$ cat src/rtl/acorn_phase_ctrl_pkg.sv
// Shared definitions for the ACORN-128 sequencer: phase codes, default
// step constants and a helper that tells whether a phase performs steps.
package acorn_phase_ctrl_pkg;

   localparam logic [2:0] PH_IDLE  = 3'd0;
   localparam logic [2:0] PH_INIT  = 3'd1;
   localparam logic [2:0] PH_AD    = 3'd2;
   localparam logic [2:0] PH_ENC   = 3'd3;
   localparam logic [2:0] PH_FINAL = 3'd4;
   localparam logic [2:0] PH_DONE  = 3'd5;

   localparam int DEF_AD_BITS     = 128;
   localparam int DEF_PT_BITS     = 128;
   localparam int DEF_INIT_STEPS  = 1792;
   localparam int DEF_FINAL_STEPS = 768;
   localparam int DEF_CNT_W       = 12;

   // INIT, AD, ENC and FINAL are the phases in which the datapath steps.
   function automatic logic is_active(input logic [2:0] ph);
      return (ph >= PH_INIT) && (ph <= PH_FINAL);
   endfunction

endpackage

$ cat src/rtl/acorn_step_cnt.sv
// Step counter for one phase: counts enabled steps, wraps to zero after
// the supplied LAST value and flags when the current step is the last one.
module acorn_step_cnt #(
   parameter int CNT_W = 12
) (
   input  logic             clk,
   input  logic             rst,
   input  logic             clr,
   input  logic             en,
   input  logic [CNT_W-1:0] last,
   output logic [CNT_W-1:0] count,
   output logic             tc
);

   assign tc = (count == last);

   // Clear wins over enable; on the last step the counter restarts at zero
   // so the next phase begins at step 0 without a lost or repeated cycle.
   always_ff @(posedge clk or posedge rst) begin
      if (rst) begin
         count <= '0;
      end else if (clr) begin
         count <= '0;
      end else if (en) begin
         if (tc) begin
            count <= '0;
         end else begin
            count <= count + CNT_W'(1);
         end
      end
   end

endmodule

$ cat src/rtl/acorn_phase_ctrl.sv
// ACORN-128 phase sequencer: walks the state-update datapath through
// INIT, AD, ENC and FINAL one step per un-stalled cycle, supplies the
// ca/cb control bits and the step index, and pulses done at the end.
module acorn_phase_ctrl
   import acorn_phase_ctrl_pkg::*;
#(
   parameter int AD_BITS     = DEF_AD_BITS,
   parameter int PT_BITS     = DEF_PT_BITS,
   parameter int INIT_STEPS  = DEF_INIT_STEPS,
   parameter int FINAL_STEPS = DEF_FINAL_STEPS,
   parameter int CNT_W       = DEF_CNT_W
) (
   input  logic             clk,
   input  logic             rst,
   input  logic             start,
   input  logic             abort,
   input  logic             stall,
   output logic             busy,
   output logic             done,
   output logic [2:0]       phase,
   output logic [CNT_W-1:0] count_ap,
   output logic             step_en,
   output logic             ca_out,
   output logic             cb_out
);

   localparam logic [CNT_W-1:0] INIT_LAST  = CNT_W'(INIT_STEPS - 1);
   localparam logic [CNT_W-1:0] AD_LAST    = CNT_W'(AD_BITS + 255);
   localparam logic [CNT_W-1:0] ENC_LAST   = CNT_W'(PT_BITS + 255);
   localparam logic [CNT_W-1:0] FINAL_LAST = CNT_W'(FINAL_STEPS - 1);
   localparam logic [CNT_W-1:0] AD_CA_END  = CNT_W'(AD_BITS + 128);
   localparam logic [CNT_W-1:0] PT_CA_END  = CNT_W'(PT_BITS + 128);

   logic [2:0]       state;
   logic [2:0]       state_next;
   logic [CNT_W-1:0] last_val;
   logic             active;
   logic             cnt_clr;
   logic             cnt_tc;

   assign active  = is_active(state);
   assign step_en = active & ~stall;
   assign busy    = active;
   assign done    = (state == PH_DONE);
   assign phase   = state;
   assign cnt_clr = ~active | abort;

   acorn_step_cnt #(
      .CNT_W (CNT_W)
   ) u_step_cnt (
      .clk   (clk),
      .rst   (rst),
      .clr   (cnt_clr),
      .en    (step_en),
      .last  (last_val),
      .count (count_ap),
      .tc    (cnt_tc)
   );

   // Select the final step index of the phase currently running.
   always_comb begin
      last_val = '0;
      case (state)
         PH_INIT:  last_val = INIT_LAST;
         PH_AD:    last_val = AD_LAST;
         PH_ENC:   last_val = ENC_LAST;
         PH_FINAL: last_val = FINAL_LAST;
         default:  last_val = '0;
      endcase
   end

   // Phase transitions: abort beats both stall and advance; a phase only
   // advances on a real (un-stalled) step at its last count.
   always_comb begin
      state_next = state;
      case (state)
         PH_IDLE: begin
            if (start) begin
               state_next = PH_INIT;
            end
         end
         PH_INIT, PH_AD, PH_ENC, PH_FINAL: begin
            if (abort) begin
               state_next = PH_IDLE;
            end else if (step_en && cnt_tc) begin
               case (state)
                  PH_INIT: state_next = PH_AD;
                  PH_AD:   state_next = PH_ENC;
                  PH_ENC:  state_next = PH_FINAL;
                  default: state_next = PH_DONE;
               endcase
            end
         end
         PH_DONE: state_next = PH_IDLE;
         default: state_next = PH_IDLE;
      endcase
   end

   // Phase register.
   always_ff @(posedge clk or posedge rst) begin
      if (rst) begin
         state <= PH_IDLE;
      end else begin
         state <= state_next;
      end
   end

   // ca/cb control bits: ca drops for the last 128 steps of AD and ENC,
   // cb is low only during encryption.
   always_comb begin
      ca_out = 1'b0;
      cb_out = 1'b0;
      case (state)
         PH_INIT: begin
            ca_out = 1'b1;
            cb_out = 1'b1;
         end
         PH_AD: begin
            ca_out = (count_ap < AD_CA_END);
            cb_out = 1'b1;
         end
         PH_ENC: begin
            ca_out = (count_ap < PT_CA_END);
            cb_out = 1'b0;
         end
         PH_FINAL: begin
            ca_out = 1'b1;
            cb_out = 1'b1;
         end
         default: begin
            ca_out = 1'b0;
            cb_out = 1'b0;
         end
      endcase
   end

endmodule

$ cat config.mk
export PLATFORM = sky130hd
export DESIGN_NAME = acorn_phase_ctrl
export DESIGN_NICKNAME = d
export VERILOG_FILES = /design/src/rtl/acorn_phase_ctrl_pkg.sv /design/src/rtl/acorn_step_cnt.sv /design/src/rtl/acorn_phase_ctrl.sv
export SDC_FILE = /design/constraint.sdc
export NUM_CORES = 1
export LEC_CHECK = 0
export ABC_AREA = 1
export CAP_MARGIN = 40
export CORE_MARGIN = 10
export CORE_UTILIZATION = 49
export CTS_CLUSTER_SIZE = 14
export DETAILED_ROUTE_END_ITERATION = 10
export PLACE_DENSITY_LB_ADDON = 0.25
export SLEW_MARGIN = 20
export SYNTH_ARGS = -nofsm -noshare
export SYNTH_HDL_FRONTEND = slang
export SYNTH_SLANG_ARGS = --single-unit
$ cat constraint.sdc
create_clock -name clk -period 1.75 [get_ports clk]
set_input_delay 0.35 -clock clk [delete_from_list [all_inputs] [get_ports clk]]
set_output_delay 0.35 -clock clk [all_outputs]
set_load 0.05 [all_outputs]
== Word-level counts from Yosys, hierarchy flattened ==
Index checks and enable logic that the tools add are counted.
Cells by class
  eq/ne operators: 8
  bitwise operators: 4
  add/subtract/negate cells: 1
  reduce and logical (&&, ||, !) cells: 9
  multiplexer cells: 11
  $lt $le $gt $ge: 3
Operator list (number)
  $mux W12: 3
  $pmux W11 S3: 1
  $add A12 B1 Y12 const B: 1
  $eq A12 B11 Y1: 1
  $lt A12 B9 Y1 const B: 1
  $mux W3: 3
  $pmux W3 S3: 1
  $eq A3 B2 Y1 const B: 2
  $eq A3 B3 Y1 const B: 2
  $pmux W3 S2: 1
  $reduce_or A2 Y1: 2
  $reduce_or A4 Y1: 1
  $eq A3 B1 Y1 const B: 1
  $ge A3 B1 Y1 const B: 1
  $le A3 B3 Y1 const B: 1
  $logic_not A3 Y1: 1
  $ne A3 B3 Y1 const B: 1
  $reduce_or A3 Y1: 1
  $logic_and A1 B1 Y1: 2
  $ne A2 B2 Y1 const B: 1
  $not A1 Y1: 2
  $pmux W1 S2: 1
  $reduce_and A2 Y1: 1
  $reduce_bool A2 Y1: 1
  3 further kinds: 3
Storage, ports and cells
  register bits after elaboration: 15
  input bits: 5
  output and inout port bits: 20

== Logic depth before layout (Yosys ltp) ==
Gate-level depths: netlist (run 1).
  depth in word-level cells: 8
  mapped depth: 13
  mapped depth without buffers: 11

== Modules after synthesis ==
A second synthesis (run 1) with hierarchy kept.
Unflattened totals
  cell total of the unflattened synthesis: 186
  area, all modules: 1256.2 um^2
Modules (own cells, without submodules)
  acorn_step_cnt: area each 955.9 um^2, cells each 135, times used 1
  acorn_phase_ctrl: area each 300.3 um^2, cells each 51, times used 1

== Worst setup path before layout (run 1) ==
No wires, ideal clock.
  path type: register -> output
  start point: register state[0], in the netlist phase[0]
  end point: output ca_out
  arrival: 2720 ps
  data required time: 1400 ps
  stages on the path, launching flop included: 7
  path slack: -1320 ps
  path through: dfrtp_1 -> buf_6 -> nor2_1 -> nand2_1 -> nand2_1 -> nand2_1 -> o41ai_1
Between the ends
  longest elaborated chain between the ends: 3
  elaborated cells on any way between the ends: 7
Ends and longest elaborated chain
  from (decl): line acorn_phase_ctrl.sv:34  | logic [2:0] state;
  from (signal assigned): line acorn_phase_ctrl.sv:104  | state <= state_next;
  $eq A3 B1 Y1, or another cell as far along: line acorn_phase_ctrl.sv:113  | case (state)
  $reduce_or A2 Y1 (no source line)
  $pmux W1 S2 (*): line acorn_phase_ctrl.sv:113
  to (decl): line acorn_phase_ctrl.sv:23  | output logic ca_out,
Every way passes the cells marked *; elsewhere a longest branch is shown, timed or not.

== Worst setup path in the final report (run 1) ==
  start point: register state[0], in the netlist phase[0]
  end point: output step_en
Between the ends
  longest elaborated chain between the ends: 3
  elaborated cells on any way between the ends: 4
Ends and longest elaborated chain
  $ge A3 B1 Y1 / $le A3 B3 Y1 (equally long branches): line acorn_phase_ctrl_pkg.sv:20  | return (ph >= PH_INIT) && (ph <= PH_FINAL);
  $logic_and A1 B1 Y1 (*): line acorn_phase_ctrl_pkg.sv:20
  $and A1 B1 Y1 (*): line acorn_phase_ctrl.sv:42  | assign step_en = active & ~stall;
  to (decl): line acorn_phase_ctrl.sv:22  | output logic step_en,
Marked as above.

==> results of run 1 <==
power by group:
group          internal [mW]  switching, mW
clock                 0.0849          0.121
combinational          0.803           1.15
sequential             0.388         0.0626
total                   1.28           1.34
kinds of logic (layout without fill, tap and decap cells):
logic type,Yosys count,after routing
flip-flops,15,15
AO/OA/AOI/OAI,9,9
adder cells (fa/ha/maj),1,1
AND/OR/NAND/NOR,94,94
XOR/XNOR,6,6
buffers and inverters,22,66
Yosys cell counts, drive strengths merged, types with 2 or more instances:
cell	instances
nand2	47
o21ai	4
nand4	4
nor3	3
nor2	24
dfrtp	15
nand3	15
a21oi	2
buf	2
inv	20
xor2	6
worst max path at each step:
stage | endpoint | depth (start not counted) | from | slack, ns
5_1_grt | step_en | 9 | phase[0]$_DFFE_PP0P_ | -0.23
3_3_place_gp | step_en | 5 | stall | 0.08
2_1_floorplan | ca_out | 6 | phase[0]$_DFFE_PP0P_ | -0.31
3_5_place_dp | u_step_cnt.count[10]$_DFFE_PP0P_ | 7 | abort | 0.05
4_1_cts | step_en | 7 | phase[1]$_DFFE_PP0P_ | -0.14
6_report | step_en | 9 | phase[0]$_DFFE_PP0P_ | -0.16
through the flow:
stage	utilization	power, mW	setup WS, ns
floorplan	-	1.50	-0.305
global placement	0.704	1.94	0.0821
detailed placement	0.704	1.98	0.0477
CTS	0.752	2.32	-0.145
global route	0.804	2.75	-0.228
finish	0.804	2.61	-0.162
worst max-delay path, delay by kind of cell, from the launching register on:
kind                   cells  cell delay [ns]
buffers and inverters      5             0.50
DFF                        1             0.47
and+or+nand+nor            4             0.30
flip-flops by register name, summed over array words and instances, names as in the netlist:
| signal | count |
|---|---|
| phase | 3 |
| u_step_cnt.count | 12 |
metal layers:
layer / GRT usage / up-vias
li1: - / 549
met1: 0.144 / 535
met2: 0.222 / 33
met3: 0.0401 / 8
met4: 0.0692 / 0
met5: 0 / -
layout make-up:
| class | count | area share |
|---|---|---|
| clock inverters | 1 | 0.00308 |
| flip-flops and latches | 15 | 0.236 |
| inverters | 20 | 0.0577 |
| repair buffers | 41 | 0.242 |
| clock buffers | 3 | 0.0139 |
| repair inverters | 1 | 0.00539 |
| well taps | 27 | 0.0208 |
| multi-input cells | 110 | 0.421 |
timing repair:
item / CTS / global route
cloned: 0 / 1
hold endpoints to repair: 0 / 0
setup buffers: 6 / 8
setup endpoints to repair: 3 / 18
resized for setup: 5 / 14
pin swaps: 3 / 9
==> qor.txt, run 1 <==
Cell area after layout -> 0.00163 sq mm
Final setup fails -> 18
Critical Path RT -> 1.40 ns
Post-Synth Adder-Cell Area -> 0.0115
Final min period -> 1.91 ns
Synthesis-to-layout area growth -> 50.0%
# hold bufs at CTS -> 0
Synth Area per Inst -> 7.37 sq um
Leakage -> 0.792 nW
Worst vdd ir -> 1.27 mV
YS warnings -> 0
Async S/R FF share, synth -> 1.00
Clk_skew -> 0.00444 ns
IO buf count -> 24
Core Region -> 0.00202 sq mm
Fraction of layout cells with a size suffix above 1 -> 0.429
Met1 wire length -> 1260 um
RSZ-0062 raised after global routing -> true
Share of the synthesized area in the top cell type -> 0.346
Hold_ws -> 0.359 ns
Hpwl dp -> 2130 um
Largest family of logic cells by synthesized area -> simple AND/OR/NAND/NOR gates
CP Capture Type -> output port
Most frequent cells in the layout -> nand2_1 (35), buf_4 (31), nor2_1 (15)
Number of CTS-inserted buffers -> 3
PwrDens -> 1610 mW/mm^2
Fmax -> 523 MHz
Final Hold Viols -> 0
DR WL met2 -> 1660 um
Area of the multi-input gates -> 684 sq um
Die height -> 67.0 um
Critical path class -> flop to output port
# IOs -> 25
Commonest non-fill, non-tap cell in the layout -> nand2_1
Crit Reg-Reg Startpoint -> phase[0]$_DFFE_PP0P_
R2R cell count -> 12
Critical Path AT -> 1.56 ns
First-pass GRT wire length -> 4680 um
Crit-path most repeated cell -> nand2_8
R2R Path End -> u_step_cnt.count[10]$_DFFE_PP0P_
Hold Path Class -> primary input to asynchronous set/reset pin
Reg2Reg Setup Slack -> -0.12 ns
FF/Latch Area -> 384 sq um
Antenna cells -> 0
Failing checks -> setup timing
Initial Utilization -> 0.536
GRT Util Overall -> 0.131
CP Max Fanout -> 7
Simple-gate share of the synthesized area -> 0.439
Deepest clock path buffer count -> 2
Cell area after synthesis -> 0.00108 sq mm
Slew HR -> 0.781
Crit share post-route -> 1.09
Synth top area cells -> dfrtp_1 (35%), nand2_1 (14%), nand3_1 (6.5%)
Fin. max-slew vios -> 0
CTS tree -> yes
Cell count after synthesis -> 147
Post-DRT Antenna Nets -> 0
Unique masters post-synth -> 25
Metal3 WL -> 216 um
Measured slew at the worst slew-check pin -> 0.328 ns
Predominant post-synthesis flop cell -> dfrtp_1
# nets final -> 198
Vias in the first global route -> 1092
Die X -> 67.0 um
CTS H-tree depth -> 1
Die ar. -> 0.00449 sq mm
Post-Synth XOR/XNOR Area -> 0.0485
Routed wire length -> 3190 um
Max Cap Violations -> 0
Routed len/inst -> 14.6 um
Outcome -> complete, but fails checks
Placed cell areas -> 0.00142 sq mm
Max incr delay on CP -> 0.47 ns
Clock latency on the worst-skew pair -> 0.29 ns
Placed Cells incl. Taps -> 200
Number of flops mapped to enable cells by yosys -> 0
DRC Markers -> 0
Top Layer Used -> met4
Compound-gate portion of the synthesized area -> 0.0600
Layout Cells excl Fill -> 218
# rows -> 16
Multiplexer share of the synthesized area -> 0
Via Count -> 1125
Iteration-0 DRC Markers -> 62
Synth Register Bits -> 15
Crit path launch type -> flop
1st-pass router iterations -> 4
Setup TNS -> -1.70 ns
Via/cell ratio -> 5.16
Fill cells -> 136
Initial antenna violation count -> 0
GR Overflow Total -> 0
Largest net degree at the start of global routing -> 20
Clock root buffer -> clkbuf_4
Seq/Total Area, Yosys -> 0.346
Leading area contributor after synthesis -> dfrtp_1
Final worst slack -> -0.162 ns
Synth Net Count -> 153
Clock sink count -> 15
Routability cong. -> 0.839
Crit path cell chain -> buf_4 > inv_2 > nand2_2 > nand2_4 > nand2_8 > inv_8 > nand2_8 > clkinvlp_4 > buf_12
Critical-path top delay cell -> dfrtp_2
CTS clock-pin slew for the worst setup and hold paths -> 0.10 ns
Power figures use the tool's default switching activity.
==> inputs of run 2 (changes only) <==
Settings changed: CORE_UTILIZATION 49 to 51, SYNTH_HIERARCHICAL set to 1.
==> qor.txt, run 2 <==
Routability cong. -> 0.883 (+5.2%)
Share of the synthesized area in the top cell type -> 0.299 (-0.0476)
Psw -> 1.86 mW (+39%)
Unique masters post-synth -> 27 (+8.0%)
Reg2Reg Setup Slack -> -0.36 ns (-0.24 ns)
Synth Register Bits -> 15 (unchanged)
# rows -> 17 (+1)
Synth Area per Inst -> 6.75 sq um (-8.4%)
Crit path launch type -> flop
IO buf count -> 24 (unchanged)
RSZ-0062 raised after global routing -> true
Combinational share of power -> 0.795 (+0.046)
Via/cell ratio -> 6.40 (+24%)
Hold_ws -> 0.247 ns (-0.112 ns)
Measured slew at the worst slew-check pin -> 0.556 ns (+0.228 ns)
Critical Path AT -> 2.31 ns (+0.75 ns)
Setup TNS -> -5.38 ns (-3.68 ns)
Leading cell types by count after synthesis -> nand2_1 (64), inv_1 (23), dfrtp_1 (15)
Predominant post-synthesis flop cell -> dfrtp_1
Cell count after synthesis -> 186 (+27%)
Fraction of layout cells with a size suffix above 1 -> 0.492 (+0.0624)
First-pass GRT wire length -> 7250 um (+55%)
Most frequent cell after synthesis -> nand2_1
Initial antenna violation count -> 0 (unchanged)
Initial Utilization -> 0.552 (+0.0161)
PwrDens -> 1640 mW/mm^2 (+2.0%)
Crit share post-route -> 1.21 (+0.114)
Number of CTS-inserted buffers -> 3 (unchanged)
Fmax -> 474 MHz (-9.4%)
Fin. max-slew vios -> 0 (unchanged)
Core Region -> 0.00228 sq mm (+13%)
Post-DRT Antenna Nets -> 0 (unchanged)
Reg with most FFs -> u_step_cnt/count
Hpwl dp -> 2980 um (+40%)
Crit Reg-Reg Startpoint -> phase[1]$_DFFE_PP0P_
CTS tree -> yes
Largest net degree at the start of global routing -> 14 (-30%)
YS warnings -> 6 (+6)
Antenna cells -> 0 (unchanged)
Async S/R FF share, synth -> 1.00 (unchanged)
Deepest clock path buffer count -> 2 (unchanged)
Number of flops mapped to enable cells by yosys -> 0 (unchanged)
Clock Power Share -> 0.066 (-0.013)
Internal power -> 1.58 mW (+24%)
CP Max Fanout -> 7 (unchanged)
Worst vdd ir -> 2.22 mV (+75%)
Final setup fails -> 19 (+1)
Die X -> 69.6 um (+3.9%)
Cell area after synthesis -> 0.00126 sq mm (+16%)
Vias in the first global route -> 1504 (+38%)
GR Overflow Total -> 0 (unchanged)
Final worst slack -> -0.361 ns (-0.199 ns)
Clock root buffer -> clkbuf_4
Outcome -> complete, but fails checks
Hold Path Class -> primary input to asynchronous set/reset pin
# nets final -> 249 (+26%)
Die ar. -> 0.00485 sq mm (+7.9%)
R2R cell count -> 12 (unchanged)
Seq/Total Area, Yosys -> 0.299 (-0.0476)
Clock sink count -> 15 (unchanged)
Switching Share -> 0.541 (+0.0295)
Leading area contributor after synthesis -> dfrtp_1
Total power -> 3.44 mW (+32%)
Final core occ -> 0.923 (+0.119)
Final Hold Viols -> 0 (unchanged)
Iteration-0 DRC Markers -> 290 (+370%)
R2R Path End -> phase[0]$_DFFE_PP0P_
CTS clock-pin slew for the worst setup and hold paths -> 0.11 ns (about the same)
Max reg flops -> 12 (unchanged)
Critical Path RT -> 1.95 ns (+0.55 ns)
1st-pass router iterations -> 5 (+1)
Die height -> 69.6 um (+3.9%)
Critical path class -> flop to flop
Clk_skew -> 0.00104 ns (-0.00339 ns)
Most frequent cells in the layout -> nand2_1 (52), buf_4 (27), inv_1 (21)
Synth top area cells -> dfrtp_1 (30%), nand2_1 (19%), inv_1 (6.9%)
CTS H-tree depth -> 1 (unchanged)
DRC Markers -> 0 (unchanged)
Via Count -> 1729 (+54%)
Slew HR -> 0.629 (-0.152)
Synthesis-to-layout area growth -> 67.2%
Final min period -> 2.11 ns (+0.199 ns)
GRT Util Overall -> 0.177 (+0.0457)
Routed wire length -> 6350 um (+99%)
Routed len/inst -> 23.5 um (+61%)
Clock latency on the worst-skew pair -> 0.30 ns (about the same)
Leakage -> 1.02 nW (+29%)
# IOs -> 25 (unchanged)
Max Cap Violations -> 0 (unchanged)
Commonest non-fill, non-tap cell in the layout -> nand2_1
CP Capture Type -> flop
Failing checks -> setup timing
Sequential Power Share -> 0.139 (-0.033)
## run 2: final cells by class
class,instances,area (sq um)
well taps,28,35.0
flip-flops and latches,15,384
repair buffers,51,582
inverters,32,120
clock buffers,3,22.5
clock inverters,1,5.00
multi-input cells,140,952
fillers,81,175
## run 2: critical path, stage by stage, from the launching register on
cell     delay (ns)
dfrtp_4        0.54
o21ai_4        0.30
nand2_8        0.11
xnor2_1        0.22
nand2_1        0.13
nor2_2         0.19
nand3_4        0.11
inv_2          0.09
nand2_4        0.06
nand3_4        0.09
nand2_4        0.07
nand2_2        0.05
nand2_1        0.06
## run 2: what timing repair did
| item | 4_1_cts | 5_1_grt |
|---|---|---|
| endpoints found under the setup margin | 19 | 20 |
| pin swaps | 4 | 16 |
| resized for setup | 6 | 33 |
| hold buffers | 0 | 0 |
| gates cloned | 0 | 1 |
| setup buffers | 3 | 4 |
## run 2: routing by layer
metal,share of wire,routed length (um),GRT usage
met5,0,0,0
met4,0.064,408,0.0739
met3,0.11,726,0.0471
met1,0.34,2170,0.196
met2,0.48,3040,0.309
## run 2: per-stage QoR
step / std cells / setup WS (ns) / cell area, sq um
floorplan: 187 / -0.245 / 1330
global placement: 259 / -0.0581 / 1860
detailed placement: 259 / -0.153 / 1860
CTS: 266 / -0.203 / 1940
global route: 270 / -0.491 / 2100
finish: 270 / -0.361 / 2100
## run 2: logic make-up after synthesis
logic type,after synthesis,share of synthesized area
adders and majority gates,1,0.00996
buffers and inverters,33,0.0996
AOI/OAI and AO/OA,17,0.0946
and+or+nand+nor,110,0.431
xor gates and xnor gates,9,0.0627
DFF,15,0.299
other,1,0.00299
## run 2: power by group through the flow
stage	clock network (mW)	logic (mW)	registers, mW
floorplan	0	1.09	0.611
global placement	0	2.06	0.480
detailed placement	0	2.13	0.487
CTS	0.215	2.23	0.478
global route	0.243	2.83	0.485
finish	0.227	2.74	0.478
## run 2: worst max-delay path by stage
stage                                    start              endpoint  slack [ns]
final                     phase[1]$_DFFE_PP0P_  phase[0]$_DFFE_PP0P_       -0.36
after global routing      phase[1]$_DFFE_PP0P_  phase[0]$_DFFE_PP0P_       -0.49
after CTS                 phase[1]$_DFFE_PP0P_               step_en       -0.20
after detailed placement  phase[1]$_DFFE_PP0P_  phase[1]$_DFFE_PP0P_       -0.15
after global placement    phase[1]$_DFFE_PP0P_  phase[1]$_DFFE_PP0P_       -0.06
after floorplan           phase[1]$_DFFE_PP0P_  phase[1]$_DFFE_PP0P_       -0.25
==> inputs of run 3 (changes only) <==
Settings changed: CTS_CLUSTER_SIZE 14 to 8, GPL_TIMING_DRIVEN set to 0.
==> qor.txt, run 3 (synthesis results as in run 2) <==
Outcome -> complete, but fails checks
Failing checks -> setup timing
Routability cong. -> 0.856 (-3.0%)
Worst vdd ir -> 2.11 mV (-5.2%)
Die ar. -> 0.00485 sq mm (unchanged)
Hold Path Class -> primary input to asynchronous set/reset pin
Fin. max-slew vios -> 0 (unchanged)
Clock sink count -> 15 (unchanged)
Cell area after layout -> 0.00193 sq mm (-8.2%)
Clk_skew -> 0.0159 ns (+0.0148 ns)
Via/cell ratio -> 5.98 (-6.5%)
1st-pass router iterations -> 5 (unchanged)
Largest net degree at the start of global routing -> 13 (-1)
GR Overflow Total -> 0 (unchanged)
Max Cap Violations -> 0 (unchanged)
Via Count -> 1580 (-8.6%)
Hpwl dp -> 2480 um (-17%)
Critical path class -> flop to flop
# rows -> 17 (unchanged)
Routed len/inst -> 18.3 um (-22%)
Crit path launch type -> flop
Synthesis-to-layout area growth -> 53.5%
Setup TNS -> -4.01 ns (+1.37 ns)
# IOs -> 25 (unchanged)
Clock root buffer -> clkbuf_4
Commonest non-fill, non-tap cell in the layout -> nand2_1
Final min period -> 2.04 ns (-0.0742 ns)
Deepest clock path buffer count -> 2 (unchanged)
Final setup fails -> 19 (unchanged)
PwrDens -> 1580 mW/mm^2 (-3.6%)
Critical Path RT -> 1.98 ns (+0.03 ns)
First-pass GRT wire length -> 5720 um (-21%)
IO buf count -> 24 (unchanged)
Antenna cells -> 0 (unchanged)
Final Hold Viols -> 0 (unchanged)
Iteration-0 DRC Markers -> 192 (-34%)
Fmax -> 491 MHz (+3.6%)
Post-DRT Antenna Nets -> 0 (unchanged)
Final worst slack -> -0.287 ns (+0.0742 ns)
CP Capture Type -> flop
Total power -> 3.05 mW (-12%)
CP Max Fanout -> 7 (unchanged)
Crit Reg-Reg Startpoint -> phase[0]$_DFFE_PP0P_
CTS H-tree depth -> 1 (unchanged)
Reg with most FFs -> u_step_cnt/count
GRT Util Overall -> 0.134 (-0.0431)
Vias in the first global route -> 1272 (-15%)
CTS tree -> yes
# nets final -> 243 (-2.4%)
Routed wire length -> 4830 um (-24%)
Hold_ws -> 0.242 ns (-0.00486 ns)
Leakage -> 0.973 nW (-4.8%)
Number of CTS-inserted buffers -> 3 (unchanged)
Clock latency on the worst-skew pair -> 0.30 ns (about the same)
Crit share post-route -> 1.16 (-0.0424)
Fraction of layout cells with a size suffix above 1 -> 0.411 (-0.0807)
Placed Cells incl. Taps -> 239 (-7.7%)
Critical Path AT -> 2.27 ns (-0.04 ns)
Die X -> 69.6 um (unchanged)
CTS clock-pin slew for the worst setup and hold paths -> 0.10 ns (about the same)
R2R cell count -> 12 (unchanged)
Initial Utilization -> 0.552 (unchanged)
# hold bufs at CTS -> 0 (unchanged)
R2R Path End -> u_step_cnt/count[8]$_DFFE_PP0P_
Placed cell areas -> 0.00160 sq mm (-14%)
Layout Cells excl Fill -> 264 (-2.2%)
RSZ-0062 raised after global routing -> true
DRC Markers -> 0 (unchanged)
Max reg flops -> 12 (unchanged)
Reg2Reg Setup Slack -> -0.29 ns (+0.07 ns)
Initial antenna violation count -> 0 (unchanged)
Most frequent cells in the layout -> nand2_1 (56), inv_1 (19), buf_4 (16)
Die height -> 69.6 um (unchanged)
Core Region -> 0.00228 sq mm (unchanged)
-- run 3: metal layers --
metal | GRT usage | part of all wire
met3 | 0.0442 | 0.11
met4 | 0.0435 | 0.037
met1 | 0.159 | 0.37
met2 | 0.221 | 0.48
met5 | 0 | 0
-- run 3: worst max path at each step --
stage                          from                               to  slack [ns]  cells past startpoint
6_report       phase[0]$_DFFE_PP0P_  u_step_cnt/count[8]$_DFFE_PP0P_       -0.29                     12
5_1_grt        phase[0]$_DFFE_PP0P_             phase[1]$_DFFE_PP0P_       -0.40                     12
4_1_cts        phase[1]$_DFFE_PP0P_             phase[0]$_DFFE_PP0P_       -0.12                     14
3_5_place_dp   phase[1]$_DFFE_PP0P_                           ca_out       -0.47                      6
3_3_place_gp   phase[1]$_DFFE_PP0P_                           ca_out       -0.44                      6
2_1_floorplan  phase[1]$_DFFE_PP0P_             phase[1]$_DFFE_PP0P_       -0.25                     14
-- run 3: layout make-up --
| class | count | area [sq um] |
|---|---|---|
| Sequential cell | 15 | 384 |
| Clock inverter | 1 | 5.00 |
| Buffer | 1 | 7.51 |
| Fill cell | 131 | 348 |
| Inverter | 32 | 125 |
| Clock buffer | 3 | 22.5 |
| Tap cell | 28 | 35.0 |
| Multi-Input combinational cell | 140 | 940 |
| Timing Repair Buffer | 44 | 409 |
-- run 3: what timing repair did --
item / in CTS / in global routing
cloned: 1 / 0
resized for setup: 54 / 41
setup buffers: 5 / 15
endpoints found under the setup margin: 35 / 23
pin swaps: 5 / 19
-- run 3: stage by stage --
step	setup WS [ns]	utilization
detailed placement	-0.469	0.704
finish	-0.287	0.847
global placement	-0.442	0.704
global route	-0.401	0.847
CTS	-0.125	0.732
floorplan	-0.245	-
-- run 3: worst max-delay path, stage by stage, from the launching register on --
cell and delay (ns):
dfrtp_4 0.55, o21ai_4 0.31, buf_12 0.15, nand2_4 0.09
nand2_4 0.10, inv_4 0.06, nand2_4 0.10, nand2_2 0.08
nor2_4 0.15, nand3_1 0.11, nand2_1 0.09, nand2_1 0.08
a21oi_2 0.11
-- run 3: power by group --
part / switching, mW / internal, mW
Clock: 0.120 / 0.0852
Combinational: 1.47 / 0.876
Sequential: 0.0985 / 0.398
Total: 1.69 / 1.36
